--- src/rtl/pe_array_sched_pkg.sv ---
// Shared types and constants for the PE-array weight/compute/drain scheduler.
package pe_array_sched_pkg;

  localparam int CONF_PE_ROW = 2;
  localparam int CONF_PE_COL = 4;
  localparam int ROW_W  = (CONF_PE_ROW > 1) ? $clog2(CONF_PE_ROW) : 1;
  localparam int STEP_W = 4;

  typedef enum logic [2:0] {
    A_MODE = 3'd0,
    B_MODE = 3'd1,
    C_MODE = 3'd2,
    D_MODE = 3'd3,
    E_MODE = 3'd4
  } PE_weight_mode_t;

  typedef enum logic [2:0] {
    S_IDLE  = 3'd0,
    S_LOAD  = 3'd1,
    S_COMP  = 3'd2,
    S_DRAIN = 3'd3,
    S_DONE  = 3'd4
  } sched_state_t;

  // MAC steps per pass; the 5x5 kernel is split A/B/C/D = 9+6+6+4 = 25 taps.
  function automatic logic [STEP_W-1:0] pass_len(input PE_weight_mode_t m);
    case (m)
      A_MODE:  pass_len = 4'd9;
      B_MODE:  pass_len = 4'd6;
      C_MODE:  pass_len = 4'd6;
      D_MODE:  pass_len = 4'd4;
      default: pass_len = 4'd9;
    endcase
  endfunction

  function automatic PE_weight_mode_t next_pass(input PE_weight_mode_t m);
    case (m)
      A_MODE:  next_pass = B_MODE;
      B_MODE:  next_pass = C_MODE;
      C_MODE:  next_pass = D_MODE;
      default: next_pass = m;
    endcase
  endfunction

endpackage

--- src/rtl/pe_array_sched_if.sv ---
// Job, weight-fetch, compute and psum-drain signals between scheduler and PE datapath.
interface pe_array_sched_if;
  import pe_array_sched_pkg::*;

  logic              cfg_valid;
  logic              cfg_ready;
  logic              cfg_kernel5;
  logic [7:0]        cfg_tiles;
  logic              w_req;
  logic              w_ack;
  logic [ROW_W-1:0]  w_row;
  PE_weight_mode_t   pe_mode;
  logic              fm_valid;
  logic              pe_en;
  logic              pe_first;
  logic              pe_last;
  logic              psum_fifo_full;
  logic              psum_push;
  logic              busy;
  logic              done;
  logic [7:0]        tile_cnt;

  modport master (
    input  cfg_valid, cfg_kernel5, cfg_tiles, w_ack, fm_valid, psum_fifo_full,
    output cfg_ready, w_req, w_row, pe_mode, pe_en, pe_first, pe_last,
           psum_push, busy, done, tile_cnt
  );

  modport slave (
    output cfg_valid, cfg_kernel5, cfg_tiles, w_ack, fm_valid, psum_fifo_full,
    input  cfg_ready, w_req, w_row, pe_mode, pe_en, pe_first, pe_last,
           psum_push, busy, done, tile_cnt
  );

endinterface

--- src/rtl/pe_array_sched.sv ---
// Sequences per-tile weight loads, MAC passes and psum drains for the PE array.
module pe_array_sched
  import pe_array_sched_pkg::*;
(
  input  logic              clk,
  input  logic              rst,
  pe_array_sched_if.master  io_sched
);

  sched_state_t    r_state;
  logic            r_kernel5;
  logic [7:0]      r_tiles;
  PE_weight_mode_t r_mode;
  logic [ROW_W-1:0] r_row;
  logic [STEP_W-1:0] r_step;
  logic [7:0]      r_tile_cnt;

  logic            w_pe_en;
  logic            w_push;
  logic            w_row_last;
  logic            w_pass_end;
  logic            w_last_pass;
  logic            w_first_pass;
  PE_weight_mode_t w_start_mode;

  assign w_pe_en      = (r_state == S_COMP) && io_sched.fm_valid;
  assign w_push       = (r_state == S_DRAIN) && !io_sched.psum_fifo_full;
  assign w_row_last   = (r_row == ROW_W'(CONF_PE_ROW - 1));
  assign w_pass_end   = (r_step == (pass_len(r_mode) - 4'd1));
  assign w_last_pass  = (r_mode == D_MODE) || (r_mode == E_MODE);
  assign w_first_pass = (r_mode == A_MODE) || (r_mode == E_MODE);
  assign w_start_mode = r_kernel5 ? A_MODE : E_MODE;

  always_ff @(posedge clk or posedge rst) begin
    if (rst) begin
      r_state    <= S_IDLE;
      r_kernel5  <= 1'b0;
      r_tiles    <= 8'd0;
      r_mode     <= A_MODE;
      r_row      <= '0;
      r_step     <= '0;
      r_tile_cnt <= 8'd0;
    end else begin
      case (r_state)
        S_IDLE: begin
          if (io_sched.cfg_valid) begin
            r_kernel5  <= io_sched.cfg_kernel5;
            r_tiles    <= io_sched.cfg_tiles;
            r_mode     <= io_sched.cfg_kernel5 ? A_MODE : E_MODE;
            r_tile_cnt <= 8'd0;
            r_row      <= '0;
            r_step     <= '0;
            r_state    <= (io_sched.cfg_tiles == 8'd0) ? S_DONE : S_LOAD;
          end
        end
        S_LOAD: begin
          if (io_sched.w_ack) begin
            if (w_row_last) begin
              r_row   <= '0;
              r_step  <= '0;
              r_state <= S_COMP;
            end else begin
              r_row <= r_row + ROW_W'(1);
            end
          end
        end
        S_COMP: begin
          if (w_pe_en) begin
            if (w_pass_end) begin
              r_step <= '0;
              if (w_last_pass) begin
                r_state <= S_DRAIN;
              end else begin
                r_mode  <= next_pass(r_mode);
                r_state <= S_LOAD;
              end
            end else begin
              r_step <= r_step + STEP_W'(1);
            end
          end
        end
        S_DRAIN: begin
          if (w_push) begin
            if (w_row_last) begin
              r_row      <= '0;
              r_tile_cnt <= r_tile_cnt + 8'd1;
              // Another tile restarts from the first pass of the kernel.
              if ((r_tile_cnt + 8'd1) < r_tiles) begin
                r_mode  <= w_start_mode;
                r_state <= S_LOAD;
              end else begin
                r_state <= S_DONE;
              end
            end else begin
              r_row <= r_row + ROW_W'(1);
            end
          end
        end
        S_DONE:  r_state <= S_IDLE;
        default: r_state <= S_IDLE;
      endcase
    end
  end

  assign io_sched.cfg_ready = (r_state == S_IDLE);
  assign io_sched.busy      = (r_state != S_IDLE);
  assign io_sched.done      = (r_state == S_DONE);
  assign io_sched.w_req     = (r_state == S_LOAD);
  assign io_sched.w_row     = r_row;
  assign io_sched.pe_mode   = r_mode;
  assign io_sched.pe_en     = w_pe_en;
  assign io_sched.pe_first  = w_pe_en && w_first_pass;
  assign io_sched.pe_last   = w_pe_en && w_last_pass;
  assign io_sched.psum_push = w_push;
  assign io_sched.tile_cnt  = r_tile_cnt;

endmodule
--- src/flat_wrapper.sv ---
// flat-port wrapper written by rule: the top's interface ports become plain ports
module pe_array_sched_flat import pe_array_sched_pkg::*;
  (clk, rst, io_sched_cfg_valid, io_sched_cfg_kernel5, io_sched_cfg_tiles, io_sched_w_ack, io_sched_fm_valid, io_sched_psum_fifo_full, io_sched_cfg_ready, io_sched_w_req, io_sched_w_row, io_sched_pe_mode, io_sched_pe_en, io_sched_pe_first, io_sched_pe_last, io_sched_psum_push, io_sched_busy, io_sched_done, io_sched_tile_cnt);
  pe_array_sched_if io_sched_i ();
  input  logic clk;
  input  logic rst;
  input wire logic [$bits(io_sched_i.cfg_valid)-1:0] io_sched_cfg_valid;
  input wire logic [$bits(io_sched_i.cfg_kernel5)-1:0] io_sched_cfg_kernel5;
  input wire logic [$bits(io_sched_i.cfg_tiles)-1:0] io_sched_cfg_tiles;
  input wire logic [$bits(io_sched_i.w_ack)-1:0] io_sched_w_ack;
  input wire logic [$bits(io_sched_i.fm_valid)-1:0] io_sched_fm_valid;
  input wire logic [$bits(io_sched_i.psum_fifo_full)-1:0] io_sched_psum_fifo_full;
  output wire logic [$bits(io_sched_i.cfg_ready)-1:0] io_sched_cfg_ready;
  output wire logic [$bits(io_sched_i.w_req)-1:0] io_sched_w_req;
  output wire logic [$bits(io_sched_i.w_row)-1:0] io_sched_w_row;
  output wire logic [$bits(io_sched_i.pe_mode)-1:0] io_sched_pe_mode;
  output wire logic [$bits(io_sched_i.pe_en)-1:0] io_sched_pe_en;
  output wire logic [$bits(io_sched_i.pe_first)-1:0] io_sched_pe_first;
  output wire logic [$bits(io_sched_i.pe_last)-1:0] io_sched_pe_last;
  output wire logic [$bits(io_sched_i.psum_push)-1:0] io_sched_psum_push;
  output wire logic [$bits(io_sched_i.busy)-1:0] io_sched_busy;
  output wire logic [$bits(io_sched_i.done)-1:0] io_sched_done;
  output wire logic [$bits(io_sched_i.tile_cnt)-1:0] io_sched_tile_cnt;
  assign io_sched_i.cfg_valid = io_sched_cfg_valid;
  assign io_sched_i.cfg_kernel5 = io_sched_cfg_kernel5;
  assign io_sched_i.cfg_tiles = io_sched_cfg_tiles;
  assign io_sched_i.w_ack = io_sched_w_ack;
  assign io_sched_i.fm_valid = io_sched_fm_valid;
  assign io_sched_i.psum_fifo_full = io_sched_psum_fifo_full;
  assign io_sched_cfg_ready = io_sched_i.cfg_ready;
  assign io_sched_w_req = io_sched_i.w_req;
  assign io_sched_w_row = io_sched_i.w_row;
  assign io_sched_pe_mode = io_sched_i.pe_mode;
  assign io_sched_pe_en = io_sched_i.pe_en;
  assign io_sched_pe_first = io_sched_i.pe_first;
  assign io_sched_pe_last = io_sched_i.pe_last;
  assign io_sched_psum_push = io_sched_i.psum_push;
  assign io_sched_busy = io_sched_i.busy;
  assign io_sched_done = io_sched_i.done;
  assign io_sched_tile_cnt = io_sched_i.tile_cnt;
  pe_array_sched u_core (.clk(clk), .rst(rst), .io_sched(io_sched_i));
endmodule
--- config.mk ---
export PLATFORM = sky130hd
export DESIGN_NAME = pe_array_sched_flat
export DESIGN_NICKNAME = d
export VERILOG_FILES = /design/src/rtl/pe_array_sched_pkg.sv /design/src/rtl/pe_array_sched_if.sv /design/src/rtl/pe_array_sched.sv /design/src/flat_wrapper.sv
export SDC_FILE = /design/constraint.sdc
export NUM_CORES = 1
export LEC_CHECK = 0
export BUFFER_PORTS_ARGS = -buffer_cell sky130_fd_sc_hd__buf_2
export CAP_MARGIN = 40
export CORE_MARGIN = 1
export CORE_UTILIZATION = 55
export CTS_CLUSTER_DIAMETER = 40
export DETAILED_ROUTE_END_ITERATION = 6
export GPL_ROUTABILITY_DRIVEN = 1
export PLACE_DENSITY = 0.86
export SLEW_MARGIN = 20
export SYNTH_ARGS = -nofsm -noshare
export SYNTH_HDL_FRONTEND = slang
export SYNTH_SLANG_ARGS = --single-unit
--- constraint.sdc ---
create_clock -name clk -period 5.6 [get_ports clk]
set_input_delay 1.12 -clock clk [delete_from_list [all_inputs] [get_ports clk]]
set_output_delay 1.12 -clock clk [all_outputs]
set_load 0.01 [all_outputs]
-- Word-level counts from Yosys, hierarchy flattened
Cells that the tools add are included.
- add/sub/neg operators: 4
- order comparisons: 1
- eq/ne operators: 19
- mux-type cells: 38
- reductions and logical operators: 22
- operators by type and width (cell ; count):
    2-to-1 mux 3 bit ; 18
    2-to-1 mux 8 bit ; 3
    2-to-1 mux 4 bit ; 5
    one-hot mux 3 bit (3 select lines) ; 2
    one-hot mux 8 bit (2 select lines) ; 1
    == test 3 x 2 -> 1 bit, second input constant ; 4
    one-hot mux 3 bit (4 select lines) ; 1
    one-hot mux 4 bit (3 select lines) ; 1
    nonzero test 3 bit ; 4
    inequality test 2 bit, second input constant ; 5
    AND reduction 9 bit ; 1
    adder 8 x 1 -> 8 bit, second input constant ; 1
    logical NOT 8 bit ; 1
    < comparator 8 bit ; 1
    inequality test 2 x 1 -> 1 bit, second input constant ; 4
    one-hot mux 4 bit (2 select lines) ; 1
    AND reduction 4 bit ; 2
    AND reduction 7 bit ; 1
    == test 3 x 1 -> 1 bit, second input constant ; 2
    == test 3 bit, second input constant ; 2
    logical NOT 3 bit ; 2
    AND reduction 5 bit ; 1
    adder 4 x 1 -> 4 bit, second input constant ; 1
    == test 4 bit ; 1
    12 further kinds ; 19
- register bits: 28
- input bits: 15
- output and inout bits: 20
- word-level logic and storage cells: 91

-- Longest topological paths before layout
Gate-level depths: netlist (run 1).
- word-level depth: 8
- gate-level depth with buffers: 11
- depth with buffers taken out: 11

-- Worst setup path before layout (run 1)
Ideal clock, no wire load.
- kind: input -> output
- from: in io_sched_psum_fifo_full
- to: out io_sched_psum_push
- arrival: 1.616 ns
- required time: 4.480 ns
- setup slack: 2.864 ns
- stages: 2
- buffers on the path: 0
- path through: nand2b_1 -> nor2_1
- longest elaborated chain between the ends: 2
- ends and longest elaborated chain (what ; line ; text):
    start, declared ; flat_wrapper.sv:12 ; input wire logic [$bits(io_sched_i.psum_fifo_full)-1:0] io_sched_psum_fifo_full;
    logical NOT 1 bit ; pe_array_sched.sv:27 ; assign w_push = (r_state == S_DRAIN) && !io_sched.psum_fifo_full;
    logical AND 1 bit ; pe_array_sched.sv:27 ;
    end, declared ; flat_wrapper.sv:20 ; output wire logic [$bits(io_sched_i.psum_push)-1:0] io_sched_psum_push;
Every way passes these cells.

-- Worst setup path after layout (run 1)
Ends and elaborated chain as after synthesis.

==> results.py, run 1 <==
metrics = {
    "route": {
        "vias_per_cell": 5.741,
        "wl_microns": 3802,
        "drtPass1Iterations": 4,
        "routedWlPerCell_microns": 13.48,
        "ant_nets": 0,
        "drc": 0,
        "vias": 1619,
        "first_iter_violations": 47,
    },
    "pwr": {
        "vdd_drop_max_v": 0.0001808,
        "power.switching_uw": 348.9,
        "seq_power_share": 0.397,
        "combPwrFrac": 0.441,
        "p_per_area_nw_per_um2": 401.1,
        "internal_power_uw": 486.7,
        "cellLeakagePower_nw": 1.079,
        "p_sw_frac": 0.4175,
        "pwr-share-clk": 0.163,
    },
    "hold_path": {
        "hold_path.class": "flip-flop to flip-flop",
        "worstHoldStart": "u_core.io_sched.tile_cnt[7]",
    },
    "placed_design": {
        "dpl_cell_area_sq_um": 2031,
        "io_buffers": 34,
        "gp_congestion": 0.8160,
        "dp_hpwl_microns": 2953,
        "dp.cells": 278,
    },
    "setup_path": {
        "start_kind": "primary input",
        "r2r_start": "u_core.io_sched.tile_cnt[0]",
        "path_max_fanout": 7,
        "worstSetupPathType": "primary input to primary output",
        "crit_path_end_kind": "primary output",
        "crit_start": "io_sched_psum_fifo_full",
        "critPathRequiredTime_ns": 4.48,
        "arrival_ns": 1.97,
    },
    "clock_network": {
        "cts-resized-gates": 0,
        "cts_max_level": 1,
        "clk_pin_slew_ns": 0.16,
        "clockBufferDepth": 2,
        "clkSinkCount": 28,
        "postCtsHoldBufs": 0,
        "root_buffer": "clkbuf_4",
        "postCtsSetupBuffers": 0,
        "cts_tree": "built",
        "cts_buffers": 3,
        "clock_latency_ns": 0.33,
    },
    "logic_synthesis": {
        "synthTopCellsByCount": "dfrtp_1 (28), nand2_1 (26), o21ai_0 (18)",
        "synth_top_area_cell": "dfrtp_1",
        "synth-seq-cells": 28,
        "syn_nets": 232,
        "synth_cell_type_count": 42,
        "synth_edf_count": 0,
        "yosys-top-cells-area": "dfrtp_1 (38%), ha_1 (6.1%), nand2_1 (5.3%)",
        "yosysSeqAreaShare": 0.3804,
        "yosys.cell_count.top_type": "dfrtp_1",
        "netlist_instances": 208,
        "post-synth-top-area-fraction": 0.3804,
        "syn_area_sq_um": 1842,
        "synth_ff_type": "dfrtp_1",
        "ys.warnings.count": 0,
        "async_reset_ff_frac": 1.000,
        "postSynthAreaPerCell_sq_um": 8.855,
    },
    "floorplanning": {
        "initial_core_util": 0.5935,
        "die_w_microns": 59.87,
        "dieArea_sq_um": 3584,
        "die_y_microns": 59.87,
        "rows": 20,
        "io_pins": 35,
        "core_sq_um": 3103,
    },
    "timing": {
        "fin_crit_sh": 0.5526,
        "setup_violations": 0,
        "slew_violations": 0,
        "slew_headroom": 0.6541,
        "rsz0062_at_grt": "false",
        "fin_crit_ns": 3.094,
        "fin_tns_setup_ns": 0,
        "max_freq_mhz": 323.2,
        "report.final.hold_viol_count": 0,
        "clock_skew_ns": 0.001502,
        "worst_slew_pin_slew_ns": 0.5141,
    },
    "cells_and_area": {
        "final-instance-count-excl-fill": 282,
        "nets": 263,
        "multiInputGateArea_sq_um": 1041,
        "drive_gt1_frac": 0.2101,
        "fin_area_sq_um": 2083,
        "diodes": 0,
        "final_core_util": 0.6714,
        "ff_latch_area_sq_um": 700.7,
        "nFillCells": 264,
        "area_growth_pct": 13.11,
    },
    "global_route": {
        "grt_overflow": 0,
        "grt_first_pass_wirelength_microns": 6203,
        "grtUsageTotal": 0.2316,
        "antenna_found_initial": 0,
        "grt_max_degree": 19,
        "first_global_vias": 1360,
    },
    "run": {
        "cap_violations": 0,
    },
    "status": {
        "outcome": "finished, final reports clean",
    },
}
## placed cells by master (no fill, tap or decap), drive strengths merged, types with 6 or more instances in the layout
cell    instances
inv            13
a32o            6
o21ai          18
a21oi           6
buf            35
ha              9
nand2          26
nand2b          6
nor2           16
nand3          10
dfrtp          28
## state kept, by name, indices dropped and copies added (netlist names)
signal / count
u_core.io_sched.pe_mode: 3
u_core.r_tiles: 8
u_core.r_step: 4
u_core.r_state: 3
u_core.io_sched.w_row: 1
u_core.r_kernel5: 1
u_core.io_sched.tile_cnt: 8
## path summary, 6_finish.rpt
check	to	slack, ns	cells after the start
hold / removal	u_core.io_sched.tile_cnt[7]	0.55	1
max in group asynchronous	u_core.io_sched.tile_cnt[5]	4.38	3
hold reg to reg	u_core.io_sched.tile_cnt[7]	0.55	1
setup / recovery	io_sched_psum_push	2.51	4
min in group asynchronous	u_core.r_state[0]	0.75	2
setup reg to reg	u_core.io_sched.pe_mode[2]	2.77	11
## logic make-up after synthesis
kind of cell / Yosys count / synth area share
simple gates: 87 / 0.2364
compound gates: 50 / 0.2018
flops: 28 / 0.3804
buf+inv: 22 / 0.05435
fa+ha+maj: 9 / 0.06114
xor+xnor: 7 / 0.03329
mux: 5 / 0.03260
## worst max-delay path: stages
cell	delay, ns
buf_2	0.11
nand2b_1	0.15
nor2_1	0.37
buf_2	0.21
## stage by stage
stage,worst slack (ns),hold WS [ns],power (mW)
CTS,2.520,0.5557,0.8392
global placement,2.537,0.5016,0.6874
global route,2.458,0.5763,0.9075
floorplan,2.864,0.4739,0.6039
finish,2.506,0.5490,0.8357
detailed placement,2.523,0.5214,0.7037
## per-layer routing
metal / routed length (microns) / part of all wire / up-vias / global-route usage
met5: 0 / 0 / - / 0
met4: 67 / 0.018 / 0 / 0.09967
met3: 175 / 0.046 / 6 / 0.02165
met2: 1665 / 0.44 / 45 / 0.3444
met1: 1893 / 0.50 / 763 / 0.3416
li1: - / - / 805 / -
## power groups by stage
stage	sequential, mW	combinational, mW	clock, mW
after CTS	0.330	0.371	0.138
after global placement	0.329	0.358	0
after floorplan	0.295	0.309	0
after global routing	0.343	0.418	0.146
after detailed placement	0.335	0.369	0
final	0.332	0.368	0.136
## cell type report
| type | instances | share of cell area |
|---|---|---|
| Clock buffer | 3 | 0.01081 |
| Sequential cell | 28 | 0.3363 |
| Tap cell | 44 | 0.02643 |
| Inverter | 13 | 0.02342 |
| Clock inverter | 1 | 0.01441 |
| Multi-Input combinational cell | 158 | 0.4997 |
| Timing Repair Buffer | 35 | 0.08889 |
(Power assumes the default switching activity.)
==> run 2: changes to the inputs <==
==> constraint.sdc (replaced) <==
create_clock -name clk -period 3.1 [get_ports clk]
set_input_delay 0.62 -clock clk [delete_from_list [all_inputs] [get_ports clk]]
set_output_delay 0.62 -clock clk [all_outputs]
set_load 0.01 [all_outputs]
==> run 2 against run 1 <==
Clock skew is 0.014 ns higher; combinational power grew 85%; die area stayed put; non-clock buffer count is 1 higher; largest power group unchanged; largest cell class unchanged; clock-buffer cell count stayed put; critical endpoint is now u_core.io_sched.pe_mode[2]; sequential share of layout area decreased by 0.12 points; critical path depth grew 7; routed wire length rose by 2.2%; global-route usage grew 0.98 points; final cell count is 0.35% higher; highest routed layer unchanged.
==> results.py, run 2 (synthesis gave the netlist of run 1 again) <==
metrics = {
    "clock_network": {
        "postCtsSetupBuffers": 0,
        "clockBufferDepth": 2,
        "cts_tree": "built",
        "postCtsHoldBufs": 0,
        "clkSinkCount": 28,
        "cts_buffers": 3,
        "clock_latency_ns": 0.34,
        "cts-resized-gates": 0,
        "cts_max_level": 1,
        "root_buffer": "clkbuf_4",
        "clk_pin_slew_ns": 0.17,
    },
    "status": {
        "outcome": "finished, final reports clean",
    },
    "cells_and_area": {
        "fin_area_sq_um": 2091,
        "final_core_util": 0.6738,
        "nets": 264,
        "area_growth_pct": 13.52,
        "diodes": 0,
        "layout_common_cells": "buf_2 (34), dfrtp_1 (28), nand2_1 (26)",
        "final_common_cell": "buf_2",
        "drive_gt1_frac": 0.2134,
    },
    "global_route": {
        "busiest_layer": "met2",
        "use_met3": 0.02165,
        "grt_overflow": 0,
        "use_met1": 0.3638,
        "grtUsageTotal": 0.2414,
        "first_global_vias": 1447,
        "grt_first_pass_wirelength_microns": 6527,
        "met2_usage": 0.3667,
        "grt_max_degree": 17,
        "antenna_found_initial": 0,
    },
    "hold_path": {
        "hold_path.class": "primary input to asynchronous set/reset pin",
    },
    "timing": {
        "fin_tns_setup_ns": 0,
        "fin_crit_sh": 0.9121,
        "slew_violations": 0,
        "rsz0062_at_grt": "false",
        "setup_violations": 0,
        "slew_headroom": 0.5982,
        "clock_skew_ns": 0.01532,
        "whs_ns": 0.3089,
        "report.final.hold_viol_count": 0,
        "max_freq_mhz": 353.7,
        "fin_crit_ns": 2.827,
        "worst_slew_pin_slew_ns": 0.6020,
    },
    "floorplanning": {
        "die_y_microns": 59.87,
        "rows": 20,
        "core_sq_um": 3103,
        "dieArea_sq_um": 3584,
        "die_w_microns": 59.87,
        "io_pins": 35,
        "initial_core_util": 0.5935,
    },
    "pwr": {
        "p_per_area_nw_per_um2": 730.3,
        "vdd_drop_max_v": 0.0004165,
        "p_total_mw": 1.527,
        "cellLeakagePower_nw": 1.084,
    },
    "route": {
        "vias_per_cell": 5.770,
        "drtPass1Iterations": 4,
        "vias": 1633,
        "ant_nets": 0,
        "routedWlPerCell_microns": 13.73,
        "wl_microns": 3887,
        "drc": 0,
        "first_iter_violations": 104,
    },
    "setup_path": {
        "slowest_delay_ns": 0.49,
        "path_max_fanout": 7,
        "cp_num_buf_inv": 0,
        "arrival_ns": 3.06,
        "slowest_stage": "dfrtp_1",
        "critPathRequiredTime_ns": 3.34,
        "crit_path_end_kind": "flip-flop",
        "path_delay_family": "compound AO/OA/AOI/OAI gates",
        "start_kind": "flip-flop",
        "crit_chain": "ha_1 -> nand3_1 -> nor2_1 -> xor2_1 -> ha_1 -> o21ai_0 -> nor2_1 -> a211oi_1 -> a221o_1 -> nand2_1 -> mux2_2",
        "worst-r2r-setup-slack_ns": 0.27,
        "worstSetupPathType": "flip-flop to flip-flop",
    },
    "placed_design": {
        "dp_hpwl_microns": 2975,
        "io_buffers": 34,
        "gp_congestion": 0.8697,
        "dpl_cell_area_sq_um": 2038,
    },
    "run": {
        "cap_violations": 0,
    },
}
[run 2: cell count changes in the layout (fill, tap and decap cells not counted), sizes merged]
cell / change
buf: +1
[run 2: where the power goes]
| part | leakage (nW) | total, mW | switching (mW) | internal (mW) |
|---|---|---|---|---|
| logic | 0.689 | 0.682 | 0.393 | 0.289 |
| registers | 0.367 | 0.597 | 0.132 | 0.465 |
| clock network | 0.0279 | 0.248 | 0.117 | 0.131 |
[run 2: path summary, 6_finish.rpt]
kind                                              end                   startpoint  cells after the start
setup / recovery           u_core.io_sched.pe_mode[2]  u_core.io_sched.tile_cnt[0]                     11
hold / removal                      u_core.r_tiles[3]                          rst                      2
setup reg to reg           u_core.io_sched.pe_mode[2]  u_core.io_sched.tile_cnt[0]                     11
hold reg to reg                      u_core.r_kernel5             u_core.r_kernel5                      1
max in group asynchronous            u_core.r_step[1]                          rst                      3
min in group clk                    u_core.r_tiles[5]        io_sched_cfg_tiles[5]                      3
[run 2: final cells by class]
class / instances / area [sq um]
Clock buffer: 3 / 22.52
Inverter: 13 / 48.80
Fill cell: 286 / 1012
Sequential cell: 28 / 700.7
Tap cell: 44 / 55.05
Multi-Input combinational cell: 158 / 1041
Clock inverter: 1 / 30.03
Timing Repair Buffer: 36 / 192.7
[run 2: layer usage]
| layer | vias to the layer above | wire, microns | part of all wire |
|---|---|---|---|
| met5 | - | 0 | 0 |
| met4 | 0 | 46 | 0.012 |
| met3 | 4 | 170 | 0.044 |
| met2 | 44 | 1744 | 0.45 |
| met1 | 773 | 1925 | 0.50 |
| li1 | 812 | - | - |
[run 2: per-stage QoR]
step	std cells	worst slack [ns]
after floorplan	208	0.5201
after global placement	278	0.4371
after detailed placement	279	0.3102
after CTS	283	0.2853
after global routing	283	0.03323
final	283	0.2725
[run 2: worst reg2reg max path: cells and delay by family, from the launching register on]
kind,cells,cell delay (ns)
xor+xnor,1,0.23
mux,1,0.29
simple gates,4,0.47
flops,1,0.49
compound gates,3,0.70
fa+ha+maj,2,0.54
==> run 3: changes to the inputs <==
--- a/config.mk
+++ b/config.mk
@@ -7,6 +7,7 @@
 export LEC_CHECK = 0
 export BUFFER_PORTS_ARGS = -buffer_cell sky130_fd_sc_hd__buf_2
 export CAP_MARGIN = 40
+export CORE_ASPECT_RATIO = 1.75
 export CORE_MARGIN = 1
 export CORE_UTILIZATION = 55
 export CTS_CLUSTER_DIAMETER = 40
==> constraint.sdc (replaced) <==
create_clock -name clk -period 3.1 [get_ports clk]
set_input_delay 0.155 -clock clk [delete_from_list [all_inputs] [get_ports clk]]
set_output_delay 0.155 -clock clk [all_outputs]
set_load 0.01 [all_outputs]
==> run 3 against run 2 <==
Sequential share of layout area down 0.18 points; critical endpoint unchanged; setup slack better by 0.033 ns; global-route usage up 1.6 points; critical path depth unchanged; largest cell class unchanged; clock power down 7%; non-clock buffer count up 1.
==> results.py, run 3 (synthesis gave the netlist of run 1 again) <==
metrics = {
    "status": {
        "outcome": "finished, final reports clean",
    },
    "timing": {
        "fin_tns_setup_ns": 0,
        "slew_headroom": 0.5646,
        "fin_crit_ns": 2.794,
        "fin_crit_sh": 0.9014,
        "fin_ws_ns": 0.3057,
        "slew_violations": 0,
        "report.final.hold_viol_count": 0,
        "setup_violations": 0,
        "worst_slew_pin_slew_ns": 0.6523,
        "max_freq_mhz": 357.9,
        "clock_skew_ns": 0.002068,
        "rsz0062_at_grt": "false",
    },
    "clock_network": {
        "postCtsSetupBuffers": 0,
        "cts_tree": "built",
        "root_buffer": "clkbuf_8",
        "clkSinkCount": 28,
        "cts_buffers": 3,
        "clk_pin_slew_ns": 0.09,
        "clockBufferDepth": 2,
        "clock_latency_ns": 0.28,
        "cts_max_level": 1,
    },
    "placed_design": {
        "gp_congestion": 0.8226,
        "dpl_cell_area_sq_um": 2037,
        "dp_hpwl_microns": 3307,
        "io_buffers": 34,
        "dp_slack_ns": 0.3359,
    },
    "global_route": {
        "busiest_layer": "met2",
        "grt_overflow": 0,
        "antenna_found_initial": 0,
        "met2_usage": 0.4714,
        "use_met3": 0.02529,
        "first_global_vias": 1611,
        "grt_first_pass_wirelength_microns": 6879,
        "use_met1": 0.2666,
        "grtUsageTotal": 0.2576,
        "grt_max_degree": 17,
    },
    "cells_and_area": {
        "layout_common_cells": "buf_2 (34), dfrtp_1 (28), nand2_1 (26)",
        "drive_gt1_frac": 0.2125,
        "final_common_cell": "buf_2",
        "nFillCells": 292,
        "nets": 265,
        "diodes": 0,
        "fin_area_sq_um": 2102,
        "area_growth_pct": 14.13,
    },
    "route": {
        "first_iter_violations": 51,
        "wl_microns": 4205,
        "vias_per_cell": 5.823,
        "drc": 0,
        "drtPass1Iterations": 4,
        "ant_nets": 0,
        "routedWlPerCell_microns": 14.86,
        "vias": 1648,
    },
    "hold_path": {
        "hold_path.class": "primary input to flip-flop",
        "holdPathStages": 3,
    },
    "setup_path": {
        "critPathRequiredTime_ns": 3.27,
        "worstSetupPathType": "flip-flop to flip-flop",
        "crit_path_end_kind": "flip-flop",
        "start_kind": "flip-flop",
        "r2r_cells": 11,
        "path_max_fanout": 5,
        "arrival_ns": 2.97,
    },
    "floorplanning": {
        "rows": 27,
        "die_y_microns": 78.55,
        "core_sq_um": 3176,
        "io_pins": 35,
        "dieArea_sq_um": 3593,
        "initial_core_util": 0.5800,
        "die_w_microns": 45.75,
    },
    "run": {
        "cap_violations": 0,
    },
    "pwr": {
        "cellLeakagePower_nw": 1.089,
        "p_per_area_nw_per_um2": 719.0,
        "vdd_drop_max_v": 0.0004475,
    },
}
==> run 3: cell types whose count changed in the layout (fill, tap and decap cells not counted), sizes merged <==
cell         previous run  this run
clkbuf                  3         4
bufinv                  1         0
dlygate4sd3             0         1
==> run 3: final timing paths <==
path | start | end | slack, ns
min in group asynchronous | rst | u_core.io_sched.w_row | 0.50
max in group asynchronous | rst | u_core.r_tiles[0] | 2.08
worst max-delay path | u_core.io_sched.tile_cnt[4] | u_core.io_sched.pe_mode[2] | 0.31
worst max register to register | u_core.io_sched.tile_cnt[4] | u_core.io_sched.pe_mode[2] | 0.31
worst min-delay path | io_sched_cfg_tiles[7] | u_core.r_tiles[7] | 0.09
worst min register to register | u_core.r_kernel5 | u_core.r_kernel5 | 0.52
==> run 3: what timing repair did <==
| item | 4_1_cts | 5_1_grt |
|---|---|---|
| hold buffers | 1 | 0 |
| endpoints found under the hold margin | 14 | 0 |
| resized for setup | 0 | 0 |
==> run 3: report_power, final <==
part           internal (mW)  switching [mW]  leakage [nW]  total (mW)
Sequential             0.466           0.130         0.367       0.596
Combinational          0.291           0.395         0.693       0.686
Clock                  0.114           0.116        0.0288       0.230
==> run 3: critical path, cell delays in order (launching register included) <==
cell and delay, ns:
dfrtp_1 0.43, and3_1 0.21, and3_1 0.18, and3_1 0.19
xor2_1 0.24, ha_1 0.30, nand4_1 0.11, nor2_1 0.06
a211oi_1 0.37, a221o_1 0.22, nand2_1 0.09, mux2_2 0.29
==> run 3: cell type report <==
type	count	area, sq um	share of cell area
multi-input combinational	158	1041	0.4952
tap	43	53.80	0.02560
clock buffer	4	55.05	0.02619
timing repair buffer	37	202.7	0.09643
inverter	13	48.80	0.02321
sequential	28	700.7	0.3333
==> run 3: through the flow <==
step                      hold WS (ns)  utilization  total power, mW  cells
final                          0.09348       0.6619            1.511    283
after global routing           0.09797       0.6619            1.634    283
after CTS                      0.09845       0.6619            1.512    283
after detailed placement        0.2694       0.6415            1.287    278
after global placement          0.3771       0.6367            1.267    277
after floorplan                 0.2204            -            1.091    208
==> run 3: routing by layer <==
| metal | wire length, microns | vias to the layer above |
|---|---|---|
| met5 | 0 | - |
| li1 | - | 805 |
| met1 | 1643 | 787 |
| met2 | 2303 | 43 |
| met4 | 145 | 0 |
| met3 | 112 | 13 |
